[config.mk]
export PLATFORM = sky130hd
export DESIGN_NAME = pc_gen_flat
export DESIGN_NICKNAME = d
export VERILOG_FILES = /design/src/rtl/pc_gen_if.sv /design/src/rtl/pc_gen.sv /design/src/flat_wrapper.sv
export SDC_FILE = /design/constraint.sdc
export NUM_CORES = 1
export LEC_CHECK = 0
export ABC_AREA = 1
export CAP_MARGIN = 20
export CORE_AREA = 2 2 99 101
export CTS_BUF_LIST = sky130_fd_sc_hd__clkbuf_8
export CTS_CLUSTER_DIAMETER = 100
export CTS_CLUSTER_SIZE = 40
export DETAILED_ROUTE_END_ITERATION = 10
export DIE_AREA = 0 0 101 103
export GPL_TIMING_DRIVEN = 0
export PLACE_DENSITY = 0.82
export SYNTH_ARGS = -nofsm -noshare
export SYNTH_HDL_FRONTEND = slang
export SYNTH_SLANG_ARGS = --single-unit
[constraint.sdc]
create_clock -name clk -period 4.9 [get_ports clk]
set_clock_uncertainty 0.2 [all_clocks]
set_input_delay 0.735 -clock clk [delete_from_list [all_inputs] [get_ports clk]]
set_output_delay 0.735 -clock clk [all_outputs]
set_load 0.03 [all_outputs]
[src/rtl/pc_gen_if.sv]
// Fetch handshake between the PC generator (master) and the fetch stage (slave).
interface pc_gen_if #(
    parameter int XLEN = 32
);
    logic [XLEN-1:0] pc;
    logic            pc_valid;
    logic            fetch_ready;

    modport master (output pc, output pc_valid, input fetch_ready);
    modport slave  (input pc, input pc_valid, output fetch_ready);
endinterface

[src/rtl/pc_gen.sv]
// Program-counter generator for the rv32i front end.
// Boot address, fetch handshake, prioritised redirects (trap > branch > RAS pop
// > sequential), halt, misaligned-target rejection.
// Optional return-address stack is built when PC_RAS_EN is defined.
module pc_gen #(
    parameter int XLEN       = 32,
    parameter int INST_BYTES = 4,
    parameter int RAS_DEPTH  = 4,
    localparam int CW        = $clog2(RAS_DEPTH + 1)
) (
    input  logic            clk,
    input  logic            reset,
    input  logic [XLEN-1:0] boot_addr,
    pc_gen_if.master        fif,
    input  logic            br_taken,
    input  logic [XLEN-1:0] br_target,
    input  logic            trap,
    input  logic [XLEN-1:0] trap_vec,
    input  logic            halt,
    input  logic            ras_push,
    input  logic            ras_pop,
    output logic            misalign,
    output logic [XLEN-1:0] misalign_addr,
    output logic [CW-1:0]   ras_count,
    output logic            ras_empty
);
    localparam logic [XLEN-1:0] ALIGN_MASK = ~XLEN'(3);

    typedef enum logic [1:0] {BOOT, RUN, HALT} state_t;

    state_t          state_q, state_d;
    logic [XLEN-1:0] pc_q, pc_d;
    logic            misalign_q, misalign_d;
    logic [XLEN-1:0] maddr_q, maddr_d;
    logic [XLEN-1:0] pc_inc;
    logic [XLEN-1:0] ras_top;
    logic            ras_flush, ras_do_push, ras_do_pop;

    assign pc_inc        = pc_q + XLEN'(INST_BYTES);
    assign fif.pc        = pc_q;
    assign fif.pc_valid  = (state_q == RUN);
    assign misalign      = misalign_q;
    assign misalign_addr = maddr_q;

    // State, pc and misalign registers; reset wins over everything.
    always_ff @(posedge clk) begin
        if (reset) begin
            state_q    <= BOOT;
            pc_q       <= boot_addr & ALIGN_MASK;
            misalign_q <= 1'b0;
            maddr_q    <= '0;
        end else begin
            state_q    <= state_d;
            pc_q       <= pc_d;
            misalign_q <= misalign_d;
            maddr_q    <= maddr_d;
        end
    end

    // Next state and next pc by redirect priority; halt blocks sequential
    // advance and RAS activity in the cycle it is taken.
    always_comb begin
        state_d     = state_q;
        pc_d        = pc_q;
        misalign_d  = 1'b0;
        maddr_d     = maddr_q;
        ras_flush   = 1'b0;
        ras_do_push = 1'b0;
        ras_do_pop  = 1'b0;
        case (state_q)
            BOOT: state_d = RUN;
            RUN, HALT: begin
                if (trap) begin
                    state_d   = RUN;
                    pc_d      = trap_vec & ALIGN_MASK;
                    ras_flush = 1'b1;
                end else if (br_taken) begin
                    state_d = RUN;
                    if (br_target[1:0] == 2'b00) begin
                        pc_d = br_target;
                    end else begin
                        misalign_d = 1'b1;
                        maddr_d    = br_target;
                    end
                end else if (state_q == HALT) begin
                    state_d = HALT;
                end else if (halt) begin
                    state_d = HALT;
                end else if (fif.fetch_ready) begin
                    ras_do_push = ras_push;
                    ras_do_pop  = ras_pop;
                    if (ras_pop && !ras_empty) pc_d = ras_top;
                    else                       pc_d = pc_inc;
                end
            end
            default: state_d = BOOT;
        endcase
    end

`ifdef PC_RAS_EN
    localparam int PW = (RAS_DEPTH > 1) ? $clog2(RAS_DEPTH) : 1;

    logic [XLEN-1:0] ras_q [RAS_DEPTH];
    logic [XLEN-1:0] ras_d [RAS_DEPTH];
    logic [PW-1:0]   tp_q, tp_d, tp_inc;
    logic [CW-1:0]   cnt_q, cnt_d;

    assign tp_inc    = tp_q + PW'(1);
    assign ras_top   = ras_q[tp_q];
    assign ras_count = cnt_q;
    assign ras_empty = (cnt_q == '0);

    // Circular stack: tp points at the top entry; a full push overwrites the oldest.
    always_comb begin
        ras_d = ras_q;
        tp_d  = tp_q;
        cnt_d = cnt_q;
        if (ras_flush) begin
            cnt_d = '0;
        end else if (ras_do_push && ras_do_pop && !ras_empty) begin
            ras_d[tp_q] = pc_inc;
        end else if (ras_do_push) begin
            tp_d         = tp_inc;
            ras_d[tp_inc] = pc_inc;
            if (cnt_q != CW'(RAS_DEPTH)) cnt_d = cnt_q + CW'(1);
        end else if (ras_do_pop && !ras_empty) begin
            tp_d  = tp_q - PW'(1);
            cnt_d = cnt_q - CW'(1);
        end
    end

    // Pointer and occupancy registers.
    always_ff @(posedge clk) begin
        if (reset) begin
            tp_q  <= '0;
            cnt_q <= '0;
        end else begin
            tp_q  <= tp_d;
            cnt_q <= cnt_d;
        end
    end

    // Stack storage; contents are meaningless while count is zero, so no reset.
    always_ff @(posedge clk) begin
        if (!reset) ras_q <= ras_d;
    end
`else
    logic unused_ras;

    assign ras_top    = '0;
    assign ras_count  = '0;
    assign ras_empty  = 1'b1;
    assign unused_ras = ras_flush ^ ras_do_push ^ ras_do_pop;
`endif

endmodule

[src/flat_wrapper.sv]
// flat-port wrapper written by rule: the top's interface ports become plain ports
module pc_gen_flat 
#(
    parameter int XLEN       = 32,
    parameter int INST_BYTES = 4,
    parameter int RAS_DEPTH  = 4,
    localparam int CW        = $clog2(RAS_DEPTH + 1)
)
  (clk, reset, boot_addr, br_taken, br_target, trap, trap_vec, halt, ras_push, ras_pop, misalign, misalign_addr, ras_count, ras_empty, fif_pc, fif_pc_valid, fif_fetch_ready);
  pc_gen_if #(.XLEN(XLEN)) fif_i ();
  input  logic clk;
  input  logic reset;
  input  logic [XLEN-1:0] boot_addr;
  input  logic br_taken;
  input  logic [XLEN-1:0] br_target;
  input  logic trap;
  input  logic [XLEN-1:0] trap_vec;
  input  logic halt;
  input  logic ras_push;
  input  logic ras_pop;
  output logic misalign;
  output logic [XLEN-1:0] misalign_addr;
  output logic [CW-1:0] ras_count;
  output logic ras_empty;
  output wire logic [$bits(fif_i.pc)-1:0] fif_pc;
  output wire logic [$bits(fif_i.pc_valid)-1:0] fif_pc_valid;
  input wire logic [$bits(fif_i.fetch_ready)-1:0] fif_fetch_ready;
  assign fif_pc = fif_i.pc;
  assign fif_pc_valid = fif_i.pc_valid;
  assign fif_i.fetch_ready = fif_fetch_ready;
  pc_gen #(.XLEN(XLEN), .INST_BYTES(INST_BYTES), .RAS_DEPTH(RAS_DEPTH)) u_core (.clk(clk), .reset(reset), .boot_addr(boot_addr), .fif(fif_i), .br_taken(br_taken), .br_target(br_target), .trap(trap), .trap_vec(trap_vec), .halt(halt), .ras_push(ras_push), .ras_pop(ras_pop), .misalign(misalign), .misalign_addr(misalign_addr), .ras_count(ras_count), .ras_empty(ras_empty));
endmodule
==> impl_metrics.py, run 1 <==
metrics = {
    "logic_synthesis": {
        "yosysSeqAreaShare_pct": 40.6,
        "synth_area_leaders": "edfxtp_1 (22%), dfxtp_1 (18%), nand2_1 (15%)",
        "yosysMostFrequentCell": "nand2_1",
        "synthArstFlopShare_pct": 0,
        "syn-cell-area_mm2": 0.00404,
        "synth_edf_count": 30,
        "synthTopCellsByCount": "nand2_1 (159), nor2_1 (120), o21ai_0 (42)",
        "netlist_instances": 562,
        "synthFlopType": "dfxtp_1",
        "synth_area_per_cell_um2": 7.20,
        "yosys_warnings": 0,
        "synthDistinctLibCells": 42,
        "synth_top_area_share_pct": 22.3,
        "yosysTopAreaCell": "edfxtp_1",
        "ys_seq_elements": 67,
    },
    "timing": {
        "holdWs_ps": 255,
        "slew_viol_final": 0,
        "period_share_pct": 51.7,
        "hold_violations": 0,
        "rsz0062_at_grt": "no",
        "max_slew_margin_pct": 63.8,
        "final-setup-viol-count": 0,
        "period_needed_ps": 2530,
        "clock.fmax_ghz": 0.395,
        "tns_ps": 0,
        "worst_slew_pin_slew_ps": 543,
    },
    "worst_setup_path": {
        "crit_chain": "inv_1 -> ha_1 -> clkdlybuf4s50_1",
        "crit_required_ps": 3960,
        "cp-start-kind": "register",
        "slowest_stage": "clkdlybuf4s50_1",
        "worstSetupEndpointType": "output pin",
        "critPathArrivalTime_ps": 1600,
        "critPathBufInv": 2,
        "cpPeakStageDelay_ps": 670,
        "worst-path-stages": 3,
        "crit_fanout": 4,
        "crit_type": "reg2out",
        "path_delay_family": "buffers and inverters",
        "rr_worst_depth": 8,
    },
    "floorplanning": {
        "ios": 174,
        "die-width_um": 101,
        "core-area_mm2": 0.00946,
        "die_y_um": 103,
        "start_util_pct": 42.8,
        "fp.dieArea_mm2": 0.0104,
        "std_cell_rows": 36,
    },
    "clocking": {
        "cts_tree": "built",
        "clkTransAtPathRegs_ps": 80,
        "ctsHoldBuffers": 0,
        "clockBufferDepth": 2,
        "clkLatencyLatePin_ps": 350,
        "numCtsBuffers": 9,
        "cts_resized": 0,
        "ctsHtreeMaxLevel": 3,
        "post_cts_buffers": 0,
        "numClockSinks": 67,
        "clock_tree.root_cell": "clkbuf_8",
    },
    "finish": {
        "stdcell_count": 857,
        "diodes": 0,
        "area_growth_pct": 49.9,
        "nFillCells": 834,
        "drive_gt1_share_pct": 10.5,
        "fin_nets": 847,
        "multi_input_area_mm2": 0.00216,
        "regArea_mm2": 0.00164,
    },
    "place": {
        "portBuffers": 162,
        "dp_hpwl_um": 11300,
        "globalplace.congestion": 0.907,
        "placedCellCount": 841,
    },
    "detailed_routing": {
        "wirelength_um": 14300,
        "antenna_left": 0,
        "wl_per_cell_um": 16.7,
        "vias": 4524,
        "viasPerCell": 5.28,
        "drcViolationCount": 0,
        "drt_pre_antenna_iters": 5,
        "initialDrtViolationCount": 315,
    },
    "global_routing": {
        "grt_pass1_wl_um": 22500,
        "grtUsageTotal_pct": 27.9,
        "overflow": 0,
        "antenna_found_initial": 0,
        "grt_max_degree": 31,
        "grt_pass1_vias": 4585,
    },
    "pwr": {
        "peakVddDrop_mv": 0.155,
        "p_total_uw": 1720,
        "p_per_area_mw_per_mm2": 283,
        "p_leak_uw": 0.00238,
    },
    "worst_hold_path": {
        "hold_class": "reg2reg",
        "min_path_cells": 2,
    },
    "flow_run": {
        "drv_cap": 0,
    },
    "status": {
        "status": "finished, final reports clean",
    },
}
path summary, 6_finish.rpt:
path / slack [ps] / startpoint / endpoint
worst max-delay path: 2370 / u_core.state_q[1]$_SDFFE_PP0P_ / fif_pc_valid
worst min-delay path: 260 / u_core.fif.pc[1]$_SDFFE_PP0P_ / u_core.fif.pc[1]$_SDFFE_PP0P_
worst max register to register: 2770 / u_core.state_q[1]$_SDFFE_PP0P_ / u_core.fif.pc[21]$_DFFE_PP_
worst min register to register: 260 / u_core.fif.pc[1]$_SDFFE_PP0P_ / u_core.fif.pc[1]$_SDFFE_PP0P_
power breakdown:
part / switching, uW / total (uW) / internal (uW)
clock network: 242 / 529 / 287
logic: 274 / 493 / 220
registers: 53.0 / 694 / 641
total: 568 / 1720 / 1150
per-stage QoR:
stage	setup slack, ps	instance area [um2]	utilization [%]
after floorplan	992	4050	-
after global routing	2300	6060	64.1
after CTS	2350	6060	64.1
final	2370	6060	64.1
after detailed placement	2070	5850	61.8
after global placement	-777	5820	61.5
final cells by class:
type | instances | area share [%]
buffer | 28 | 2.52
clock buffer | 9 | 2.04
clock inverter | 7 | 1.53
inverter | 29 | 1.86
multi-input combinational | 440 | 35.6
sequential | 67 | 27.1
tap | 114 | 2.35
timing repair buffer | 163 | 27.1
cells in the final DEF (no fill, tap or decap), drive strengths merged:
| master | instances |
|---|---|
| a21oi | 8 |
| nand3 | 18 |
| ha | 5 |
| conb | 4 |
| xor2 | 2 |
| bufinv | 2 |
| and2 | 2 |
| o22ai | 1 |
| nand4 | 3 |
| edfxtp | 30 |
| o31ai | 2 |
| clkbuf | 20 |
| nand2 | 166 |
| nor3b | 1 |
| o21ai | 57 |
| nor2 | 131 |
| inv | 31 |
| o221ai | 4 |
| a21o | 1 |
| dfxtp | 37 |
| o21a | 1 |
| nand3b | 2 |
| a31oi | 1 |
| o211ai | 3 |
| nor3 | 5 |
| buf | 18 |
| xnor2 | 1 |
| o21bai | 2 |
| mux2i | 1 |
| o221a | 19 |
| clkdlybuf4s50 | 162 |
| clkinv | 3 |
tightest hold or removal path, delay by kind of cell (launching register included):
family,cells,cell delay [ps]
DFF,1,320
and+or+nand+nor,2,100
layer usage:
metal  wire length, um  GRT usage, %
met5                 0             0
met2              7060          49.4
met1              5920          34.1
met3              1000          5.08
met4               324          9.67
registers in the layout, indices dropped and copies added (netlist names):
name	count
u_core.state_q	2
u_core.fif.pc	32
u_core.misalign_addr	32
u_core.misalign	1
logic make-up after synthesis:
kind of cell             count (synthesis)  share of synthesized area [%]
multiplexers                             1                          0.248
AND/OR/NAND/NOR                        328                           34.0
AO/OA/AOI/OAI                           99                           16.2
buffers and inverters                   57                           6.56
other                                    2                          0.186
adder cells (fa/ha/maj)                  5                           1.55
XOR/XNOR                                 3                          0.650
flip-flops                              67                           40.6
(Power assumes the default switching activity.)
==> run 2, diff against run 1 <==
--- a/config.mk
+++ b/config.mk
@@ -7,14 +7,14 @@
 export LEC_CHECK = 0
 export ABC_AREA = 1
 export CAP_MARGIN = 20
-export CORE_AREA = 2 2 99 101
+export CORE_AREA = 2 2 104 106
 export CTS_BUF_LIST = sky130_fd_sc_hd__clkbuf_8
 export CTS_CLUSTER_DIAMETER = 100
 export CTS_CLUSTER_SIZE = 40
 export DETAILED_ROUTE_END_ITERATION = 10
-export DIE_AREA = 0 0 101 103
+export DIE_AREA = 0 0 106 108
 export GPL_TIMING_DRIVEN = 0
-export PLACE_DENSITY = 0.82
+export PLACE_DENSITY = 0.78
 export SYNTH_ARGS = -nofsm -noshare
 export SYNTH_HDL_FRONTEND = slang
 export SYNTH_SLANG_ARGS = --single-unit
==> constraint.sdc (replaced) <==
create_clock -name clk -period 2.1 [get_ports clk]
set_clock_uncertainty 0.2 [all_clocks]
set_input_delay 0.315 -clock clk [delete_from_list [all_inputs] [get_ports clk]]
set_output_delay 0.315 -clock clk [all_outputs]
set_load 0.03 [all_outputs]
==> run 2 against run 1 <==
- register-to-register slack got worse by 2700 ps
- sequential power up 130%
- count of clock-buffer cells in the layout is the same
- combinational power rose by 140%
- setup slack got worse by 2300 ps
- global-route usage fell by 2.0 points
==> impl_metrics.py, run 2 (synthesis gave the netlist of run 1 again) <==
metrics = {
    "place": {
        "portBuffers": 162,
        "globalplace.congestion": 0.916,
        "pre_cts_ws_ps": -808,
        "place_area_mm2": 0.00587,
        "dp_hpwl_um": 11600,
    },
    "timing": {
        "clock.fmax_ghz": 0.486,
        "hold_violations": 0,
        "slew_viol_final": 0,
        "worst_slack_ps": 42.1,
        "tns_ps": 0,
        "period_needed_ps": 2060,
        "final-setup-viol-count": 0,
        "max_slew_margin_pct": 51.7,
        "worst_slew_pin_slew_ps": 724,
        "rsz0062_at_grt": "no",
        "period_share_pct": 98.0,
    },
    "detailed_routing": {
        "wirelength_um": 14900,
        "viasPerCell": 5.18,
        "initialDrtViolationCount": 375,
        "wl_per_cell_um": 16.8,
        "vias": 4581,
        "antenna_left": 0,
        "drt_pre_antenna_iters": 4,
        "drcViolationCount": 0,
    },
    "worst_hold_path": {
        "min_path_cells": 3,
        "worstHoldEndpoint": "u_core.fif.pc[2]$_DFFE_PP_",
        "hp-start": "reset",
        "hold_class": "in2reg",
    },
    "pwr": {
        "power_frac_clock_pct": 28.5,
        "p_leak_uw": 0.00243,
        "swShare_pct": 34.2,
        "p_seq_share_pct": 41.3,
        "intPower_uw": 2580,
        "p_per_area_mw_per_mm2": 636,
        "combPwrFrac_pct": 30.2,
        "peakVddDrop_mv": 0.416,
        "power_switching_uw": 1340,
    },
    "floorplanning": {
        "start_util_pct": 39.5,
        "die-width_um": 106,
        "core-area_mm2": 0.0102,
        "fp.dieArea_mm2": 0.0114,
        "die_y_um": 108,
        "std_cell_rows": 37,
        "ios": 174,
    },
    "worst_setup_path": {
        "crit_chain": "clkdlybuf4s50_1 -> nor2_4 -> inv_1 -> clkbuf_4 -> o211ai_1 -> buf_4 -> o21ai_4 -> buf_4",
        "cp_common_cell": "buf_4",
        "crit_type": "in2reg",
        "critPathBufInv": 5,
        "reg2reg_from": "u_core.fif.pc[2]$_DFFE_PP_",
        "crit_fanout": 10,
        "timing.rr.end": "u_core.fif.pc[20]$_DFFE_PP_",
        "path_delay_family": "buffers and inverters",
        "slowest_stage": "clkdlybuf4s50_1",
        "rr_worst_depth": 10,
        "worstSetupEndpointType": "register",
        "cpPeakStageDelay_ps": 600,
        "cp-start-kind": "input pin",
        "rrSetupSlack_ps": 100,
        "critPathArrivalTime_ps": 1930,
        "crit_required_ps": 1970,
    },
    "clocking": {
        "numClockSinks": 67,
        "clkTransAtPathRegs_ps": 80,
        "cts_tree": "built",
        "clkLatencyLatePin_ps": 350,
        "ctsHoldBuffers": 0,
        "numCtsBuffers": 9,
        "clock_tree.root_cell": "clkbuf_8",
        "clockBufferDepth": 2,
        "ctsHtreeMaxLevel": 3,
    },
    "flow_run": {
        "drv_cap": 0,
    },
    "finish": {
        "final_util_pct": 60.3,
        "final_cell_mix": "nand2_1 (159), clkdlybuf4s50_1 (158), nor2_1 (119)",
        "area_growth_pct": 52.6,
        "diodes": 0,
        "fin_nets": 853,
        "drive_gt1_share_pct": 11.9,
        "final_common_cell": "nand2_1",
        "fin_area_mm2": 0.00617,
        "nFillCells": 950,
    },
    "global_routing": {
        "grt_max_degree": 16,
        "grt_pass1_wl_um": 22700,
        "grtUsageTotal_pct": 25.9,
        "antenna_found_initial": 0,
        "grt_pass1_vias": 4332,
        "overflow": 0,
    },
    "status": {
        "status": "finished, final reports clean",
    },
}
[run 2: cell count changes in the layout (fill, tap and decap cells not counted), sizes merged]
cell	previous run	this run
clkbuf	20	21
clkinvlp	0	1
buf	18	22
clkdlybuf4s50	162	158
o21ai	57	58
dlymetal6s2s	0	3
bufinv	2	1
dlygate4sd2	0	1
[run 2: worst register-to-register path: stages, from the launching register on]
cell and delay (ps):
edfxtp_1 450, ha_2 260, nand2_2 90, nor2_4 140, nand2_4 90, nor2_1 160, nand2_1 90, nand2_1 60
nand2_1 50, o21ai_1 130, nand2_1 60
[run 2: worst max path at each step]
stage                                        start                          end  slack [ps]  cells after the start
finish                                    br_taken   u_core.fif.pc[7]$_DFFE_PP_          40                      8
global route        u_core.state_q[0]$_SDFFE_PP0P_  u_core.fif.pc[21]$_DFFE_PP_           2                      8
CTS                     u_core.fif.pc[4]$_DFFE_PP_                    fif_pc[4]           9                      1
detailed placement                            trap  u_core.fif.pc[26]$_DFFE_PP_        -810                      6
global placement                              trap  u_core.fif.pc[26]$_DFFE_PP_        -780                      6
floorplan           u_core.state_q[1]$_SDFFE_PP0P_  u_core.fif.pc[10]$_DFFE_PP_          60                      4
[run 2: power groups by stage]
stage	clock (uW)	sequential (uW)	combinational, uW
2_1_floorplan	0	1820	416
3_3_place_gp	0	1640	1120
3_5_place_dp	0	1650	1140
4_1_cts	1140	1620	1180
5_1_grt	1180	1640	1270
6_report	1120	1620	1190
[run 2: area by class of cell]
type	count	area [um2]	share of cell area [%]
multi-input combinational	441	2200	35.7
buffer	28	161	2.62
timing repair buffer	168	1690	27.3
inverter	29	113	1.83
tap	136	170	2.76
clock buffer	9	124	2.01
clock inverter	7	75.1	1.22
sequential	67	1640	26.6
[run 2: stage by stage]
stage | hold slack [ps] | instances | total power, uW
6_report | 85.9 | 885 | 3930
5_1_grt | 102 | 885 | 4080
4_1_cts | 78.1 | 884 | 3930
3_5_place_dp | 242 | 862 | 2790
3_3_place_gp | 233 | 862 | 2770
2_1_floorplan | 258 | 564 | 2240
[run 2: repair_timing]
| item | in CTS | in global routing |
|---|---|---|
| setup endpoints to repair | 31 | 40 |
| cloned | 1 | 0 |
| setup buffers | 5 | 1 |
| pin swaps | 3 | 1 |
| resized for setup | 4 | 9 |
[run 2: per-layer routing]
layer / up-vias / global-route usage (%) / share of wire [%]
met1: 2118 / 31.9 / 40
met4: 0 / 8.74 / 2.3
met3: 28 / 6.27 / 9.1
met5: - / 0 / 0
met2: 209 / 44.5 / 49
li1: 2226 / - / -
